`config.mk`:
```
export PLATFORM = sky130hd
export DESIGN_NAME = jtag_tap_ir
export DESIGN_NICKNAME = d
export VERILOG_FILES = /design/src/rtl/jtag_tap_ir_pkg.sv /design/src/rtl/jtag_tap_ir_tap_fsm.sv /design/src/rtl/jtag_tap_ir.sv
export SDC_FILE = /design/constraint.sdc
export NUM_CORES = 1
export LEC_CHECK = 0
export ABC_AREA = 1
export CAP_MARGIN = 40
export CELL_PAD_IN_SITES_DETAIL_PLACEMENT = 1
export CELL_PAD_IN_SITES_GLOBAL_PLACEMENT = 1
export CORE_MARGIN = 2
export CORE_UTILIZATION = 29
export CTS_BUF_LIST = sky130_fd_sc_hd__clkbuf_16
export DETAILED_ROUTE_END_ITERATION = 7
export GPL_TIMING_DRIVEN = 0
export PLACE_DENSITY = 0.88
export SLEW_MARGIN = 20
export SYNTH_ARGS = -nofsm -noshare
export SYNTH_HDL_FRONTEND = slang
export SYNTH_SLANG_ARGS = --single-unit
```
`constraint.sdc`:
```
create_clock -name TCK -period 1.45 [get_ports TCK]
set_input_delay 0.29 -clock TCK [delete_from_list [all_inputs] [get_ports TCK]]
set_output_delay 0.29 -clock TCK [all_outputs]
set_load 0.005 [all_outputs]
```
`src/rtl/jtag_tap_ir_pkg.sv`:
```
// Shared TAP definitions: the fixed 4-bit state codes, capture constant and the
// TMS-driven next-state rule used by the controller.
package jtag_tap_ir_pkg;

  typedef enum logic [3:0] {
    ST_EXIT2_DR   = 4'h0,
    ST_EXIT1_DR   = 4'h1,
    ST_SHIFT_DR   = 4'h2,
    ST_PAUSE_DR   = 4'h3,
    ST_SEL_IR     = 4'h4,
    ST_UPDATE_DR  = 4'h5,
    ST_CAPTURE_DR = 4'h6,
    ST_SEL_DR     = 4'h7,
    ST_EXIT2_IR   = 4'h8,
    ST_EXIT1_IR   = 4'h9,
    ST_SHIFT_IR   = 4'hA,
    ST_PAUSE_IR   = 4'hB,
    ST_RTI        = 4'hC,
    ST_UPDATE_IR  = 4'hD,
    ST_CAPTURE_IR = 4'hE,
    ST_TLR        = 4'hF
  } tap_state_t;

  // Fixed low bits loaded into the IR on capture, as required by 1149.1.
  localparam logic [1:0] IR_CAPTURE_LSBS = 2'b01;

  function automatic tap_state_t tap_next(input tap_state_t s, input logic tms);
    tap_state_t n;
    case (s)
      ST_TLR:        n = tms ? ST_TLR       : ST_RTI;
      ST_RTI:        n = tms ? ST_SEL_DR    : ST_RTI;
      ST_SEL_DR:     n = tms ? ST_SEL_IR    : ST_CAPTURE_DR;
      ST_CAPTURE_DR: n = tms ? ST_EXIT1_DR  : ST_SHIFT_DR;
      ST_SHIFT_DR:   n = tms ? ST_EXIT1_DR  : ST_SHIFT_DR;
      ST_EXIT1_DR:   n = tms ? ST_UPDATE_DR : ST_PAUSE_DR;
      ST_PAUSE_DR:   n = tms ? ST_EXIT2_DR  : ST_PAUSE_DR;
      ST_EXIT2_DR:   n = tms ? ST_UPDATE_DR : ST_SHIFT_DR;
      ST_UPDATE_DR:  n = tms ? ST_SEL_DR    : ST_RTI;
      ST_SEL_IR:     n = tms ? ST_TLR       : ST_CAPTURE_IR;
      ST_CAPTURE_IR: n = tms ? ST_EXIT1_IR  : ST_SHIFT_IR;
      ST_SHIFT_IR:   n = tms ? ST_EXIT1_IR  : ST_SHIFT_IR;
      ST_EXIT1_IR:   n = tms ? ST_UPDATE_IR : ST_PAUSE_IR;
      ST_PAUSE_IR:   n = tms ? ST_EXIT2_IR  : ST_PAUSE_IR;
      ST_EXIT2_IR:   n = tms ? ST_UPDATE_IR : ST_SHIFT_IR;
      ST_UPDATE_IR:  n = tms ? ST_SEL_DR    : ST_RTI;
      default:       n = ST_TLR;
    endcase
    return n;
  endfunction

endpackage

```
`src/rtl/jtag_tap_ir_tap_fsm.sv`:
```
// 16-state TAP controller: advances on every TCK rise from TMS, asynchronously
// forced to Test-Logic-Reset by reset_bar.
module tap_fsm
  import jtag_tap_ir_pkg::*;
(
  input  logic       TCK,
  input  logic       reset_bar,
  input  logic       TMS,
  output logic [3:0] tap_state
);

  tap_state_t state_q;

  always_ff @(posedge TCK or negedge reset_bar) begin
    if (!reset_bar) begin
      state_q <= ST_TLR;
    end else begin
      state_q <= tap_next(state_q, TMS);
    end
  end

  assign tap_state = state_q;

endmodule

```
`src/rtl/jtag_tap_ir.sv`:
```
// TAP controller with instruction register: IR capture/shift/update, DR-side
// enables, instruction select decode and the TDO mux.
module jtag_tap_ir
  import jtag_tap_ir_pkg::*;
#(
  parameter int unsigned        IR_size   = 4,
  parameter logic [IR_size-1:0] IDCODE_op = {{(IR_size-1){1'b0}}, 1'b1},
  parameter logic [IR_size-1:0] BYPASS_op = '1,
  parameter logic [IR_size-1:0] EXTEST_op = '0
) (
  input  logic               TCK,
  input  logic               reset_bar,
  input  logic               TMS,
  input  logic               TDI,
  input  logic [IR_size-1:0] ir_status,
  input  logic               tdo_dr,
  output logic               TDO,
  output logic               tdo_enable,
  output logic [IR_size-1:0] instruction,
  output logic [3:0]         tap_state,
  output logic               capture_dr,
  output logic               shift_dr,
  output logic               update_dr,
  output logic               sel_bypass,
  output logic               sel_idcode,
  output logic               sel_extest
);

  logic [3:0]         state_code;
  tap_state_t         state;
  logic [IR_size-1:0] capture_val;
  logic [IR_size-1:0] ir_shift_q, ir_shift_d;
  logic [IR_size-1:0] instr_q, instr_d;
  logic               unused_status_bits;

  tap_fsm u_tap_fsm (
    .TCK       (TCK),
    .reset_bar (reset_bar),
    .TMS       (TMS),
    .tap_state (state_code)
  );

  assign state = tap_state_t'(state_code);

  // The two low status bits are replaced by the mandatory 01 capture pattern.
  assign unused_status_bits = ^ir_status[1:0];
  if (IR_size > 2) begin : g_wide_capture
    assign capture_val = {ir_status[IR_size-1:2], IR_CAPTURE_LSBS};
  end else begin : g_min_capture
    assign capture_val = IR_CAPTURE_LSBS;
  end

  always_comb begin
    ir_shift_d = ir_shift_q;
    instr_d    = instr_q;
    case (state)
      ST_CAPTURE_IR: ir_shift_d = capture_val;
      ST_SHIFT_IR:   ir_shift_d = {TDI, ir_shift_q[IR_size-1:1]};
      ST_UPDATE_IR:  instr_d    = ir_shift_q;
      ST_TLR:        instr_d    = IDCODE_op;
      default:       ;
    endcase
  end

  // Reset restores IDCODE at once, so the DR side never sees a stale opcode.
  always_ff @(posedge TCK or negedge reset_bar) begin
    if (!reset_bar) begin
      ir_shift_q <= '0;
      instr_q    <= IDCODE_op;
    end else begin
      ir_shift_q <= ir_shift_d;
      instr_q    <= instr_d;
    end
  end

  always_comb begin
    TDO        = 1'b0;
    tdo_enable = 1'b0;
    case (state)
      ST_SHIFT_IR: begin
        TDO        = ir_shift_q[0];
        tdo_enable = 1'b1;
      end
      ST_SHIFT_DR: begin
        TDO        = tdo_dr;
        tdo_enable = 1'b1;
      end
      default: ;
    endcase
  end

  assign capture_dr  = (state == ST_CAPTURE_DR);
  assign shift_dr    = (state == ST_SHIFT_DR);
  assign update_dr   = (state == ST_UPDATE_DR);

  assign instruction = instr_q;
  assign tap_state   = state_code;

  // Unknown opcodes leave every select low; the DR fabric falls back to bypass.
  assign sel_bypass  = (instr_q == BYPASS_op);
  assign sel_idcode  = (instr_q == IDCODE_op);
  assign sel_extest  = (instr_q == EXTEST_op);

endmodule

```
==> metrics.txt <==
Yosys warnings 0; status finished with violations; # DRC 0; vias in the first global route 803; CTS root buf clkbuf_16; Post-synth top cells 22 x nand2_1, 13 x nor2_1, 11 x inv_1, 10 x a21oi_1, 7 x dfrtp_1; leakage 0.611 nW; TritonRoute pass-1 iters 4; first-pass GRT wire length 3.86 mm; hpwl dp 1.39 mm; area grow syn2layout 87.1%; initial core utilization 30.4%; Port Buffers 22; r2r worst-path depth 11; Hold Crit Class input pin to async pin; violated checks negative setup slack; period utilization 113%; CP endpoint kind output port; Final Hold Viols 0; critical path type flop to output port; worst hold slack 0.413 ns; largest net degree at the start of global routing 13; Num CTS Buffers 3; Placement Rows 17; total power 3.23 mW; H-tree depth 1; GRT Resource Usage Total 20.3%; share of layout cells above drive strength 1 53.3%; top_reg_cell synth dfrtp_1; power per cell area 2590 mW/mm²; clk slew on worst S/H paths 0.04 ns; Max VDD drop 1380 µV; WP data required 1.16 ns; initial antenna violation count 0; CTS tree built; Yosys top cell area share 26.3%; Seq cells post-synth 12; post-synthesis sequential area ratio 46.0%; library cells used by synthesis 18; Post-Syn Nets 101; Max Cap Violations 0; Period minus WS final 1.65 ns; DRT Wirelength 2.62 mm; Skew-Pair Late Insertion Delay 0.24 ns; Worst setup SP type flop; top-count cell post-synth nand2_1; EDFF count, synth 0; Die Footprint 0.00270 mm²; Mapped Avg Cell Area 7.25 µm²; post-synthesis async set-or-reset flop share 100%; vias per cell 4.86; Final ANT Viol Nets 0; core area 0.00219 mm²; Final Max Tran Viols 0; total number of vias 802; cells after synthesis 92; cell accounting for the most synthesized area dfrtp_1; TritonCTS Sinks 12; DR iter-0 viols 14; chip height 52.0 µm; PnR worst setup slack -0.195 ns; Max Fclk 608 MHz; ANT cells 0; Final nets 147; RSZ-0062 raised after global routing yes; fillcell total 276; # IOs 25; Longest Clk Path Bufs 2; top cells by area, synth dfrtp_1 26%, dfstp_2 20%, nand2_1 12%; Mapped Area 667 µm²; Die W 52.0 µm; R2R Setup Slk -0.13 ns; Slew HR 62.7%; Placer Congestion 0.869; Least-Margin Pin Slew 0.558 ns; Worst EP arrival 1.36 ns; total grt overflow 0; drt wl/cell 15.9 µm; crit-path max FO 3; Final Setup Violations 12; Layout Skew 0.00232 ns
path summary, 6_finish.rpt:
check,from,endpoint
min,reset_bar,ir_shift_q[0]
max reg2reg,u_tap_fsm.tap_state[1],u_tap_fsm.tap_state[0]
min reg2reg,instruction[0],instruction[0]
max,u_tap_fsm.tap_state[2],TDO
max in group asynchronous,reset_bar,instruction[1]
min in group TCK,instruction[0],instruction[0]
routing by layer:
layer / vias to the layer above / routed length [µm] / GRT usage, % / share of wire [%]
li1: 389 / - / - / -
met1: 389 / 999 / 22.8 / 38
met2: 20 / 1490 / 37.6 / 57
met3: 4 / 87 / 3.16 / 3.3
met4: 0 / 45 / 7.89 / 1.7
met5: - / 0 / 0 / 0
through the flow:
| stage | cell area (µm²) | std cells | setup TNS (ns) | utilization, % | setup WS (ns) |
|---|---|---|---|---|---|
| after floorplan | 667 | 92 | 0 | - | 0.109 |
| final | 1250 | 165 | -0.906 | 56.9 | -0.195 |
| after global routing | 1250 | 165 | -1.60 | 56.9 | -0.258 |
| after global placement | 922 | 142 | -1.75 | 42.1 | -0.453 |
| after CTS | 1090 | 158 | -0.600 | 50.0 | -0.217 |
| after detailed placement | 922 | 142 | -1.88 | 42.1 | -0.483 |
power breakdown:
part	internal [mW]	leakage, nW	switching (mW)	total (mW)
registers	0.564	0.134	0.177	0.741
logic	0.948	0.438	1.03	1.98
clock network	0.364	0.0385	0.150	0.514
timing repair:
item,in CTS,in global routing
pin swaps,4,5
hold buffers,0,0
endpoints found under the setup margin,13,15
resized for setup,50,36
setup buffers,12,9
worst max-delay path, cell delays in order (launching register included):
cell	delay, ns
dfstp_2	0.54
buf_6	0.10
buf_6	0.12
nor2_4	0.04
nand2_2	0.06
inv_2	0.04
nand2_2	0.05
o21ai_1	0.05
buf_2	0.12
final cells by class:
| cell class | count | area (µm²) | area share (%) |
|---|---|---|---|
| repair buffers | 42 | 353 | 28.3 |
| plain buffers | 1 | 11.3 | 0.903 |
| clock inverters | 1 | 3.75 | 0.301 |
| well taps | 28 | 35.0 | 2.81 |
| flip-flops and latches | 12 | 308 | 24.7 |
| clock buffers | 3 | 75.1 | 6.02 |
| multi-input cells | 65 | 408 | 32.7 |
| inverters | 13 | 53.8 | 4.31 |
registers in the layout, summed over array words and instances, names as in the netlist:
register             count
u_tap_fsm.tap_state      4
instruction              4
ir_shift_q               4
cell families (layout without fill, tap and decap cells):
family          count (synthesis)  after routing  synth area share (%)
buf+inv                        15             60                  9.57
flops                          12             12                  46.0
simple gates                   49             49                  31.0
compound gates                 16             16                  13.5
cell usage in the layout (no fill, tap or decap), types with 2 or more instances in the layout:
cell | Yosys | final
nand2_1 | 22 | 16
buf_4 | 2 | 13
inv_2 | 2 | 8
buf_6 | 0 | 8
nor2_1 | 13 | 8
clkdlybuf4s50_1 | 0 | 8
buf_2 | 0 | 7
nand2_2 | 2 | 6
a21oi_1 | 10 | 6
dfrtp_1 | 7 | 6
dfstp_2 | 5 | 5
dlygate4sd2_1 | 0 | 5
nor3_2 | 0 | 4
nand3_1 | 5 | 4
a21oi_2 | 0 | 4
nor2_4 | 0 | 3
inv_1 | 11 | 3
nor2_2 | 1 | 3
clkbuf_16 | 0 | 3
nand2_4 | 0 | 2
inv_4 | 0 | 2
Note: power is estimated with default switching activity, not from simulation.
